===== src/rtl/btn_conditioner.sv =====
// btn_conditioner: multi-channel button synchroniser, debouncer, edge and long-press/auto-repeat pulse generator
// Ports:
//   clk, rst     - system clock, asynchronous active-high reset
//   tick         - shared single-cycle timing strobe for hold timing
//   btn          - raw asynchronous button levels, one bit per channel
//   btn_level    - debounced level per channel
//   btn_press    - 1-cycle pulse on debounced rise
//   btn_release  - 1-cycle pulse on debounced fall
//   btn_long     - 1-cycle pulse when a hold reaches LONG_TICKS ticks
//   btn_repeat   - 1-cycle pulse every REPEAT_TICKS ticks after a long press
module btn_conditioner #(
  parameter int WIDTH        = 4,
  parameter int DB_CYCLES    = 1000000,
  parameter int LONG_TICKS   = 1000,
  parameter int REPEAT_TICKS = 200,
  parameter int REPEAT_EN    = 1
) (
  input  logic             clk,
  input  logic             rst,
  input  logic             tick,
  input  logic [WIDTH-1:0] btn,
  output logic [WIDTH-1:0] btn_level,
  output logic [WIDTH-1:0] btn_press,
  output logic [WIDTH-1:0] btn_release,
  output logic [WIDTH-1:0] btn_long,
  output logic [WIDTH-1:0] btn_repeat
);
  localparam int CW = $clog2(DB_CYCLES + 1);
  localparam int HMAX = LONG_TICKS > REPEAT_TICKS ? LONG_TICKS : REPEAT_TICKS;
  localparam int HW = $clog2(HMAX + 1);
  localparam logic [CW-1:0] DB_LAST = CW'(DB_CYCLES - 1);
  localparam logic [HW-1:0] LONG_LAST = HW'(LONG_TICKS - 1);
  localparam logic [HW-1:0] REP_LAST = HW'(REPEAT_TICKS - 1);
  typedef enum logic [1:0] {IDLE, HELD, REPEAT} hold_t;
  genvar i;
  for (i = 0; i < WIDTH; i++) begin : g_ch
    logic sync0, sync1, level, press, rel, lng, rep;
    logic [CW-1:0] db_cnt;
    logic [HW-1:0] hold_cnt;
    hold_t state;
    logic flip, rise, fall;
    // flip marks the edge on which the debounced level takes the synchronised value
    assign flip = (sync1 != level) && (db_cnt == DB_LAST);
    assign rise = flip & sync1;
    assign fall = flip & ~sync1;
    always_ff @(posedge clk or posedge rst) begin
      if (rst) begin
        sync0 <= 1'b0;
        sync1 <= 1'b0;
        level <= 1'b0;
        db_cnt <= '0;
        press <= 1'b0;
        rel <= 1'b0;
        lng <= 1'b0;
        rep <= 1'b0;
        hold_cnt <= '0;
        state <= IDLE;
      end else begin
        sync0 <= btn[i];
        sync1 <= sync0;
        db_cnt <= (sync1 == level || flip) ? '0 : db_cnt + CW'(1);
        if (flip) level <= sync1;
        press <= rise;
        rel <= fall;
        lng <= 1'b0;
        rep <= 1'b0;
        // a fall always wins over a coincident tick, so no long/repeat pulse that cycle
        if (fall) begin
          state <= IDLE;
          hold_cnt <= '0;
        end else begin
          case (state)
            IDLE: if (rise) begin
              state <= HELD;
              hold_cnt <= '0;
            end
            HELD: if (tick) begin
              if (hold_cnt == LONG_LAST) begin
                lng <= 1'b1;
                hold_cnt <= '0;
                state <= REPEAT;
              end else hold_cnt <= hold_cnt + HW'(1);
            end
            REPEAT: if (tick) begin
              if (hold_cnt == REP_LAST) begin
                rep <= (REPEAT_EN != 0);
                hold_cnt <= '0;
              end else hold_cnt <= hold_cnt + HW'(1);
            end
            default: state <= IDLE;
          endcase
        end
      end
    end
    assign btn_level[i] = level;
    assign btn_press[i] = press;
    assign btn_release[i] = rel;
    assign btn_long[i] = lng;
    assign btn_repeat[i] = rep;
  end
endmodule


===== config.mk =====
export PLATFORM = sky130hd
export DESIGN_NAME = btn_conditioner
export DESIGN_NICKNAME = d
export VERILOG_FILES = /design/src/rtl/btn_conditioner.sv
export SDC_FILE = /design/constraint.sdc
export NUM_CORES = 1
export LEC_CHECK = 0
export ABC_AREA = 1
export CORE_MARGIN = 2
export CORE_UTILIZATION = 30
export CTS_CLUSTER_SIZE = 14
export DETAILED_ROUTE_END_ITERATION = 7
export HOLD_SLACK_MARGIN = 0.05
export PLACE_DENSITY = 0.52
export SYNTH_ARGS = -nofsm -noshare
export SYNTH_HDL_FRONTEND = slang
export SYNTH_SLANG_ARGS = --single-unit

===== constraint.sdc =====
create_clock -name clk -period 6.3 [get_ports clk]
set_input_delay 1.26 -clock clk [delete_from_list [all_inputs] [get_ports clk]]
set_output_delay 1.26 -clock clk [all_outputs]
set_load 0.005 [all_outputs]

==> results of run 1 <==
[report_power, final]
group / leakage, nW / switching [mW] / internal, mW
Combinational: 2.39 / 0.0396 / 0.0117
Clock: 0.289 / 0.475 / 0.566
Sequential: 2.15 / 0.00630 / 1.01
[per-layer routing]
metal  up-vias  wire [um]
met5         -          0
li1       4049          -
met1      3591      10400
met2        95       9470
met4         0        210
met3        17        599
[worst max-delay path, stage by stage]
cell and delay, ps:
clkdlybuf4s50_1 520, inv_1 480, o211ai_1 490, nand2_1 430
nand2_1 100, nand2_1 70
[registers in the layout, summed over array words and instances (netlist names)]
register,cells
g_ch.db_cnt,80
g_ch.hold_cnt,40
g_ch.level,4
g_ch.lng,4
g_ch.press,4
g_ch.rel,4
g_ch.rep,4
g_ch.state,8
g_ch.sync0,4
g_ch.sync1,4
[metrics by stage]
stage / utilization / setup WS [ps]
finish: 0.341 / 3310
global route: 0.341 / 3140
CTS: 0.341 / 3310
detailed placement: 0.322 / 2890
global placement: 0.322 / 2950
floorplan: - / 833
[logic make-up (layout without fill, tap and decap cells)]
family / after synthesis / in the layout
and+or+nand+nor: 747 / 747
buffers and inverters: 200 / 226
DFF: 156 / 156
AOI/OAI and AO/OA: 98 / 98
xor gates and xnor gates: 35 / 35
adders and majority gates: 24 / 24
[area by class of cell]
cell class                 count  area (um2)  area share
timing repair buffer          28         275      0.0265
tap                          396         495      0.0476
multi-input combinational    904        4510       0.433
clock inverter                15         166      0.0160
clock buffer                  17         425      0.0409
sequential                   156        3900       0.375
inverter                     166         629      0.0605
[cells in the final DEF, fill, tap and decap left out, drive strengths merged]
cell,n
a211oi,3
a21boi,3
a21oi,32
a31oi,3
buf,2
bufinv,1
clkbuf,17
clkdlybuf4s50,26
clkinv,4
clkinvlp,1
dfrtp,156
ha,24
inv,175
nand2,323
nand3,103
nand3b,4
nand4,48
nor2,221
nor3,32
nor3b,2
nor4,12
nor4b,1
o2111ai,3
o211a,1
o211ai,5
o21a,8
o21ai,38
o21bai,2
or2,1
xnor2,8
xor2,27
[worst max-delay path by stage]
stage	to	slack (ps)	cells after the start
after floorplan	g_ch[0].db_cnt[0]	830	1
after global placement	g_ch[1].hold_cnt[5]	2950	6
after detailed placement	g_ch[1].hold_cnt[8]	2890	6
after CTS	g_ch[0].hold_cnt[8]	3310	6
after global routing	g_ch[2].hold_cnt[4]	3140	6
final	g_ch[1].hold_cnt[3]	3310	6
==> impl_results.rst, run 1 <==
.. list-table::
   :header-rows: 1

   * - Metric
     - Value
   * - Proportion of netlist area held by the largest area contributor
     - 0.421
   * - Post-synthesis share of cell area spent on xor and xnor gates
     - 0.0330
   * - Clk_lat worst skew
     - 430 ps
   * - Total power
     - 2.11 mW
   * - Initial antenna violation count
     - 0
   * - Element type at the critical path end
     - flip-flop
   * - Remaining antenna violation count after routing
     - 0
   * - Depth of the worst hold-timing path
     - 0
   * - Sequential fraction of the synthesis area
     - 0.421
   * - Hold-fix buffer count after cts
     - 0
   * - GRT Resource Usage Total
     - 0.133
   * - First element of the critical path
     - tick
   * - Placed Cells incl. Taps
     - 1,650
   * - Worst rel slew slack
     - 0.352
   * - Final estimated routing congestion in global placement
     - 0.795
   * - Worst hold path class
     - flip-flop to flip-flop
   * - Status
     - finished clean
   * - Layout cells sized above 1
     - 0.0614
   * - Post-CTS setup-driven buffer insertion count
     - 0
   * - Signed area change from the synthesized netlist to the final layout
     - 12.1%
   * - Syn_nets
     - 1,291
   * - Depth of the worst register-to-register path
     - 10
   * - Required @ worst endpoint
     - 6670 ps
   * - Reg-to-reg critical path startpoint
     - g_ch[1].db_cnt[0]
   * - Global-route wire length before repair
     - 36,200 um
   * - Die area
     - 32,400 um2
   * - Simple-gate share of the synthesized area
     - 0.358
   * - Main combinational cell family by area after synthesis
     - simple AND/OR/NAND/NOR gates
   * - Layer with the highest usage
     - met2
   * - Compound-cell area share of the yosys netlist
     - 0.0623
   * - Average instance area after synthesis
     - 7.37 um2
   * - Maximum operating frequency
     - 334 MHz
   * - Final hold slack
     - 351 ps
   * - Global-route track usage on met2
     - 0.218
   * - Most common cell in the synthesized netlist
     - nand2_1
   * - Final cell count without fillers
     - 1,682
   * - Final setup vio count
     - 0
   * - Maximum number of pins on one net before global-route repair
     - 100
   * - Worst vdd rail ir drop
     - 0.196 mV
   * - Overall die height
     - 180 um
   * - Maximum Capacitance Violations
     - 0
   * - Netlist Area Pre-Place
     - 9280 um2
   * - Post-detailed-placement cell area
     - 9810 um2
   * - IO buf count
     - 26
   * - Number of enable-type register cells in the synthesized netlist
     - 0
   * - Total number of yosys warnings
     - 0
   * - First-pass iteration count of the detailed router
     - 5
   * - Classification of the worst setup path
     - primary input to flip-flop
   * - Dominant synthesized flop cell
     - dfrtp_1
   * - Portion of netlist area occupied by mux cells
     - 0
   * - Startpoint type of the worst setup path
     - primary input
   * - Cell type with the largest total area after synthesis
     - dfrtp_1
   * - RSZ-0062 raised after global routing
     - false
   * - Leakage
     - 4.83 nW
   * - Overflow left after global routing
     - 0
   * - Count of standard-cell rows
     - 64
   * - Initial Utilization
     - 0.304
   * - CTS clk-pin slew, worst paths
     - 70 ps
   * - Root buf cell
     - clkbuf_16
   * - Placed wire-length estimate
     - 14,800 um
   * - Synthesized-area fraction occupied by adder cells
     - 0.0324
   * - Portion of the clock cycle consumed by the worst path in the final layout
     - 0.475
   * - Summed negative setup slack over all endpoints
     - 0 ps
   * - Number of global-route vias before repair
     - 7,588
   * - Share of synthesized flip-flops with an asynchronous set or reset
     - 1.00
   * - Number of buffers inserted during clock tree synthesis
     - 17
   * - Met1 GRT Util
     - 0.179
   * - FF-to-FF End
     - g_ch[1].hold_cnt[3]
   * - Final setup skew
     - 9.83 ps
   * - Hold Path Origin
     - g_ch[0].sync0
   * - Via-per-instance ratio
     - 4.61
   * - Number of DRC violations after detailed-routing iteration 0
     - 390
   * - PD cells
     - 203 nW/um2
   * - Total of flip-flops plus latches after synthesis
     - 156
   * - Number of H-tree levels
     - 4
   * - Detailed Route WL
     - 20,700 um
   * - Setup slack of the most critical reg-to-reg path
     - 3920 ps
   * - Antenna cell count
     - 0
   * - Post-synth cell types
     - 45
   * - Boundary Pins
     - 27
   * - Maximum clock insertion buffer count
     - 2
   * - Fin area
     - 10,400 um2
   * - Number of clock sinks
     - 156
   * - Post-Syn Instances
     - 1,260
   * - Met3 Resource Use GR
     - 0.0263
   * - Critical-path maximum fanout
     - 12
   * - Detailed-route via count
     - 7,752
   * - Clock tree from TritonCTS
     - done
   * - Commonest cells in the netlist
     - nand2_1, nor2_1, inv_1
   * - Crit path time final
     - 2990 ps
   * - Hold Fails Final Rpt
     - 0
   * - Max-slew violation count
     - 0
   * - Post-detailed-route wirelength per cell
     - 12.3 um
   * - Number of gates given a new drive strength after cts
     - 0
   * - WHS Endpoint
     - g_ch[0].sync1
   * - Transition time at the pin with the least slew margin
     - 967 ps
   * - Signal arrival time at the worst endpoint
     - 3360 ps
   * - Synth top area cells
     - dfrtp_1, nand2_1, nor2_1, inv_1, nand3_1
   * - Core area
     - 30,500 um2
   * - Post-route DRC
     - 0
   * - Width of the die
     - 180 um
   * - Number of filler cells placed in the layout
     - 3,205
   * - Layout net count
     - 1,304
(Power assumes the default switching activity.)
==> run 2, diff against run 1 <==
Clock period 6.3 ns to 3.08 ns, I/O delays scaled along.
==> run 2 against run 1 <==
Against the previous run:
- first-iteration DRC count increased by 33%
- global-route usage about the same
- clock-buffer cell count unchanged
- core utilization increased by 0.13 points
==> impl_results.rst, run 2 (same netlist as run 1, synthesis figures left out) <==
.. list-table::
   :header-rows: 1

   * - Metric
     - Value
   * - Number of DRC violations after detailed-routing iteration 0
     - 517 (+33%)
   * - Element type at the critical path end
     - flip-flop
   * - Number of H-tree levels
     - 4 (unchanged)
   * - Max-slew violation count
     - 0 (unchanged)
   * - Count of standard-cell rows
     - 64 (unchanged)
   * - Maximum number of pins on one net before global-route repair
     - 103 (+3.0%)
   * - Critical-path cell with the highest stage delay
     - clkdlybuf4s50_1
   * - Area of the multi-input gates
     - 4510 um2 (unchanged)
   * - Total power
     - 4.31 mW (+100%)
   * - Signal arrival time at the worst endpoint
     - 2480 ps (-880 ps)
   * - Signed area change from the synthesized netlist to the final layout
     - 12.5%
   * - Most repeated library cell on the critical path
     - nand2_1
   * - Number of gates given a new drive strength after cts
     - 0 (unchanged)
   * - Fin area
     - 10,400 um2 (+0.37%)
   * - RSZ-0062 raised after global routing
     - false
   * - GRT Resource Usage Total
     - 0.133 (about the same)
   * - Worst rel slew slack
     - 0.584 (+0.232)
   * - Summed negative setup slack over all endpoints
     - 0 ps (unchanged)
   * - Layout cells sized above 1
     - 0.0643 (+0.00291)
   * - Number of flip-flops in the largest register
     - 80 (unchanged)
   * - Initial Utilization
     - 0.304 (unchanged)
   * - Depth of the worst hold-timing path
     - 0 (unchanged)
   * - Registers with the most flip-flops
     - g_ch.db_cnt (80), g_ch.hold_cnt (40), g_ch.state (8)
   * - Most used cells in the layout excluding fill and tap cells
     - nand2_1, nor2_1, inv_1, dfrtp_1, nand3_1
   * - Detailed Route WL
     - 20,700 um (+0.15%)
   * - Classification of the worst setup path
     - primary input to flip-flop
   * - First-pass iteration count of the detailed router
     - 5 (unchanged)
   * - Transition time at the pin with the least slew margin
     - 623 ps (-345 ps)
   * - Maximum clock insertion buffer count
     - 2 (unchanged)
   * - Worst hold path class
     - flip-flop to flip-flop
   * - IO buf count
     - 26 (unchanged)
   * - Overall die height
     - 180 um (unchanged)
   * - Hold Fails Final Rpt
     - 0 (unchanged)
   * - Final setup vio count
     - 0 (unchanged)
   * - Combined flip-flop and latch cell area
     - 3900 um2 (unchanged)
   * - Initial antenna violation count
     - 0 (unchanged)
   * - Maximum Capacitance Violations
     - 0 (unchanged)
   * - Placed wire-length estimate
     - 14,600 um (-1.7%)
   * - Global-route wire length before repair
     - 35,800 um (-0.92%)
   * - Post-detailed-placement cell area
     - 9860 um2 (+0.55%)
   * - Portion of the clock cycle consumed by the worst path in the final layout
     - 0.681
   * - Post-route DRC
     - 0 (unchanged)
   * - Width of the die
     - 180 um (unchanged)
   * - Antenna cell count
     - 0 (unchanged)
   * - Root buf cell
     - clkbuf_16
   * - Register with the highest flop count
     - g_ch.db_cnt
   * - Maximum operating frequency
     - 477 MHz
   * - Most common cell after layout, fill and taps aside
     - nand2_1
   * - Buf/Inv on CP
     - 3 (+1)
   * - Worst path top cell family by delay
     - buffers and inverters
   * - Crit path time final
     - 2100 ps
   * - Post-detailed-route wirelength per cell
     - 12.3 um (about the same)
   * - Boundary Pins
     - 27 (unchanged)
   * - Hold-fix buffer count after cts
     - 0 (unchanged)
   * - Depth of the worst register-to-register path
     - 10 (unchanged)
   * - Die area
     - 32,400 um2 (unchanged)
   * - Number of filler cells placed in the layout
     - 3,199 (-0.19%)
   * - Core area
     - 30,500 um2 (unchanged)
   * - Clock tree from TritonCTS
     - done
   * - Number of buffers inserted during clock tree synthesis
     - 17 (unchanged)
   * - Number of clock sinks
     - 156 (unchanged)
   * - Status
     - finished clean
   * - Post-CTS setup-driven buffer insertion count
     - 0 (unchanged)
   * - Via-per-instance ratio
     - 4.58 (-0.69%)
   * - Detailed-route via count
     - 7,717 (-0.45%)
   * - Leakage
     - 4.84 nW (+0.26%)
   * - Required @ worst endpoint
     - 3460 ps (-3210 ps)
   * - Worst vdd rail ir drop
     - 0.411 mV (+110%)
   * - CTS clk-pin slew, worst paths
     - 70 ps (about the same)
   * - Startpoint type of the worst setup path
     - primary input
   * - Sequence of cells on the critical path
     - clkdlybuf4s50_1 -> inv_1 -> o211ai_1 -> buf_4 -> nand2_1 -> nand2_1 -> nand2_1
   * - Path length in cells of the critical path
     - 7 (+1)
   * - Final estimated routing congestion in global placement
     - 0.831 (+4.5%)
   * - Number of global-route vias before repair
     - 7,295 (-3.9%)
   * - Overflow left after global routing
     - 0 (unchanged)
   * - Clk_lat worst skew
     - 440 ps (about the same)
   * - Remaining antenna violation count after routing
     - 0 (unchanged)
   * - Final setup skew
     - 13.8 ps (+3.94 ps)
   * - PD cells
     - 413 nW/um2 (+100%)
   * - Critical-path maximum fanout
     - 12 (unchanged)
   * - Layout net count
     - 1,308 (+0.31%)
   * - Highest cell delay on the worst timing path
     - 540 ps (+20 ps)
## run 2: cell type report
cell class,instances,share of cell area
inverters,166,0.0602
clock buffers,17,0.0407
multi-input cells,904,0.432
flip-flops and latches,156,0.374
repair buffers,32,0.0316
well taps,396,0.0475
clock inverters,15,0.0145
## run 2: report_power, final
group	internal, mW	switching, mW	total [mW]
Clock	1.14	0.979	2.12
Combinational	0.0282	0.0822	0.110
Sequential	2.07	0.0133	2.08
## run 2: per-stage QoR
step | util | hold slack [ps] | setup WS [ps] | cells
after floorplan | - | 331 | 491 | 1260
after global placement | 0.323 | 334 | 595 | 1654
after detailed placement | 0.323 | 341 | 522 | 1654
after CTS | 0.342 | 357 | 977 | 1686
after global routing | 0.342 | 368 | 725 | 1686
final | 0.342 | 352 | 984 | 1686
## run 2: worst paths after layout
| check | startpoint | to | slack [ps] |
|---|---|---|---|
| min reg2reg | g_ch[0].sync0 | g_ch[0].sync1 | 350 |
| min | g_ch[0].sync0 | g_ch[0].sync1 | 350 |
| max in group asynchronous | rst | g_ch[2].hold_cnt[1] | 1930 |
| max | tick | g_ch[1].hold_cnt[6] | 980 |
| max reg2reg | g_ch[1].db_cnt[0] | g_ch[1].db_cnt[17] | 1020 |
| min in group asynchronous | rst | g_ch[0].press | 610 |
## run 2: metal layers
layer	up-vias	track usage	share of wire
met5	-	0	0
met3	21	0.0271	0.029
li1	4057	-	-
met1	3538	0.189	0.52
met4	0	0.0387	0.012
met2	101	0.205	0.44
## run 2: worst register-to-register path, cell delays in order, from the launching register on
cell,delay (ps)
dfrtp_1,400
ha_1,220
nand2_1,60
inv_1,50
nand2_1,120
inv_1,110
nand3_1,120
nand2_1,330
inv_1,340
o21ai_0,130
a21oi_1,130
==> run 3, diff against run 2 <==
Clock period 3.08 ns to 2.1 ns, I/O delays scaled along.
==> run 3 against run 2 <==
Against the previous run:
- sequential share of layout area is 0.58 points lower
- combinational power is 65% higher
- clock-buffer cell count is 1 higher
- register-to-register slack got worse by 800 ps
- via count up 2.1%
- worst setup slack got worse by 760 ps
- non-clock buffer count grew 14
- first-iteration DRC count decreased by 18%
- sequential cell count did not move
- worst hold slack got worse by 86 ps
- routed wire length is 0.31% higher
- largest power group unchanged
==> impl_results.rst, run 3 (same netlist as run 1, synthesis figures left out) <==
.. list-table::
   :header-rows: 1

   * - Metric
     - Value
   * - Status
     - finished clean
   * - Critical-path maximum fanout
     - 7 (-5)
   * - Worst hold path class
     - primary input to asynchronous set/reset pin
   * - Post-layout utilization of the core
     - 0.348 (+0.00537)
   * - Maximum clock insertion buffer count
     - 2 (unchanged)
   * - Post-detailed-placement cell area
     - 9990 um2 (+1.3%)
   * - Transition time at the pin with the least slew margin
     - 441 ps (-182 ps)
   * - Register with the highest flop count
     - g_ch.db_cnt
   * - Maximum Capacitance Violations
     - 0 (unchanged)
   * - First-pass iteration count of the detailed router
     - 5 (unchanged)
   * - Layout cells sized above 1
     - 0.0767 (+0.0123)
   * - Total power
     - 6.40 mW (+49%)
   * - Root buf cell
     - clkbuf_16
   * - Layout net count
     - 1,322 (+1.1%)
   * - Number of global-route vias before repair
     - 7,665 (+5.1%)
   * - Max-slew violation count
     - 0 (unchanged)
   * - GRT Resource Usage Total
     - 0.135 (+0.00181)
   * - Final estimated routing congestion in global placement
     - 0.834 (+0.31%)
   * - Number of filler cells placed in the layout
     - 3,131 (-2.1%)
   * - CTS clk-pin slew, worst paths
     - 70 ps (about the same)
   * - Critical-path cell with the highest stage delay
     - dfrtp_1
   * - Final hold slack
     - 266 ps (-86.3 ps)
   * - Classification of the worst setup path
     - flip-flop to flip-flop
   * - Signed area change from the synthesized netlist to the final layout
     - 14.3%
   * - RSZ-0062 raised after global routing
     - true
   * - Number of clock sinks
     - 156 (unchanged)
   * - Antenna cell count
     - 0 (unchanged)
   * - Number of flip-flops in the largest register
     - 80 (unchanged)
   * - Overall die height
     - 180 um (unchanged)
   * - Placed wire-length estimate
     - 14,900 um (+2.5%)
   * - Initial Utilization
     - 0.304 (unchanged)
   * - Element type at the critical path end
     - flip-flop
   * - Worst vdd rail ir drop
     - 0.626 mV (+52%)
   * - Startpoint type of the worst setup path
     - flip-flop
   * - Clk_lat worst skew
     - 440 ps (about the same)
   * - Leakage
     - 4.93 nW (+1.8%)
   * - Global-route wire length before repair
     - 36,600 um (+2.1%)
   * - Placed Cells incl. Taps
     - 1,668 (+0.85%)
   * - Die area
     - 32,400 um2 (unchanged)
   * - Maximum operating frequency
     - 532 MHz
   * - Setup slack of the most critical reg-to-reg path
     - 220 ps (-800 ps)
   * - Post-detailed-route wirelength per cell
     - 12.2 um (-0.52%)
   * - Final setup skew
     - 12.1 ps (-1.71 ps)
   * - Most common cell after layout, fill and taps aside
     - nand2_1
   * - Number of DRC violations after detailed-routing iteration 0
     - 424 (-18%)
   * - Depth of the worst register-to-register path
     - 10 (unchanged)
   * - Detailed Route WL
     - 20,800 um (+0.31%)
   * - Signal arrival time at the worst endpoint
     - 2180 ps (-300 ps)
   * - Portion of the clock cycle consumed by the worst path in the final layout
     - 0.895
   * - Core area
     - 30,500 um2 (unchanged)
   * - Number of H-tree levels
     - 4 (unchanged)
   * - Count of standard-cell rows
     - 64 (unchanged)
   * - Setup slack at placement
     - 103 ps (-418 ps)
   * - Clock tree from TritonCTS
     - done
   * - Highest cell delay on the worst timing path
     - 370 ps (-170 ps)
   * - Required @ worst endpoint
     - 2400 ps (-1060 ps)
   * - Sequence of cells on the critical path
     - ha_1 -> nand2_1 -> nor2_4 -> nand3_1 -> nor2_4 -> inv_1 -> nand2_1 -> inv_1 -> o21ai_0 -> a21oi_1
   * - Fin area
     - 10,600 um2 (+1.6%)
   * - Final setup vio count
     - 0 (unchanged)
   * - Initial antenna violation count
     - 0 (unchanged)
   * - Number of buffers inserted during clock tree synthesis
     - 17 (unchanged)
   * - Maximum number of pins on one net before global-route repair
     - 55 (-47%)
   * - Crit path time final
     - 1880 ps
   * - Hold Fails Final Rpt
     - 0 (unchanged)
   * - Final cell count without fillers
     - 1,700 (+0.83%)
   * - Via-per-instance ratio
     - 4.63 (+1.2%)
   * - Boundary Pins
     - 27 (unchanged)
   * - Registers with the most flip-flops
     - g_ch.db_cnt (80), g_ch.hold_cnt (40), g_ch.state (8)
   * - Summed negative setup slack over all endpoints
     - 0 ps (unchanged)
   * - Remaining antenna violation count after routing
     - 0 (unchanged)
   * - Post-route DRC
     - 0 (unchanged)
   * - Most used cells in the layout excluding fill and tap cells
     - nand2_1, nor2_1, inv_1, dfrtp_1, nand3_1
   * - Hold-fix buffer count after cts
     - 0 (unchanged)
   * - IO buf count
     - 26 (unchanged)
   * - Width of the die
     - 180 um (unchanged)
   * - Detailed-route via count
     - 7,877 (+2.1%)
   * - Overflow left after global routing
     - 0 (unchanged)
   * - Final worst-path setup slack
     - 221 ps (-763 ps)
   * - PD cells
     - 604 nW/um2 (+46%)
   * - Worst rel slew slack
     - 0.703 (+0.119)
-- run 3: cell types whose count changed in the layout (fill, tap and decap cells not counted), sizes merged --
| cell | before | now |
|---|---|---|
| bufinv | 1 | 2 |
| clkinv | 6 | 9 |
| clkbuf | 17 | 18 |
| inv | 171 | 166 |
| buf | 6 | 20 |
-- run 3: final cells by class --
| class | count | area [um2] | area share |
|---|---|---|---|
| Tap cell | 396 | 495 | 0.0467 |
| Sequential cell | 156 | 3900 | 0.368 |
| Clock buffer | 18 | 439 | 0.0414 |
| Multi-Input combinational cell | 904 | 4520 | 0.426 |
| Clock inverter | 14 | 161 | 0.0152 |
| Timing Repair Buffer | 46 | 460 | 0.0434 |
| Inverter | 166 | 628 | 0.0592 |
-- run 3: power by group --
| part | internal (mW) | switching, mW | total [mW] |
|---|---|---|---|
| registers | 3.03 | 0.0193 | 3.05 |
| logic | 0.0541 | 0.127 | 0.181 |
| clock network | 1.81 | 1.37 | 3.17 |
| total | 4.89 | 1.51 | 6.40 |
-- run 3: what timing repair did --
action                     4_1_cts  5_1_grt
setup endpoints to repair        0       18
setup buffers                    0        0
gates resized for setup          0        4
-- run 3: final timing paths --
kind	startpoint	endpoint
setup / recovery	g_ch[2].db_cnt[0]	g_ch[2].db_cnt[4]
hold / removal	rst	g_ch[0].db_cnt[6]
setup reg to reg	g_ch[2].db_cnt[0]	g_ch[2].db_cnt[4]
hold reg to reg	g_ch[3].sync0	g_ch[3].sync1
max in group asynchronous	rst	g_ch[1].press
min in group clk	g_ch[3].sync0	g_ch[3].sync1
-- run 3: critical path: cells and delay by family (launching register included) --
kind	cells	cell delay, ps
and+or+nand+nor	5	760
adders and majority gates	1	190
buffers and inverters	2	270
AOI/OAI and AO/OA	2	170
DFF	1	370
-- run 3: routing by layer --
layer  wire (um)  up-vias  track usage
met5           0        -            0
met4         379        0       0.0439
met3         641       19       0.0265
met2        9100      106        0.211
met1       10700     3666        0.188
li1            -     4086            -
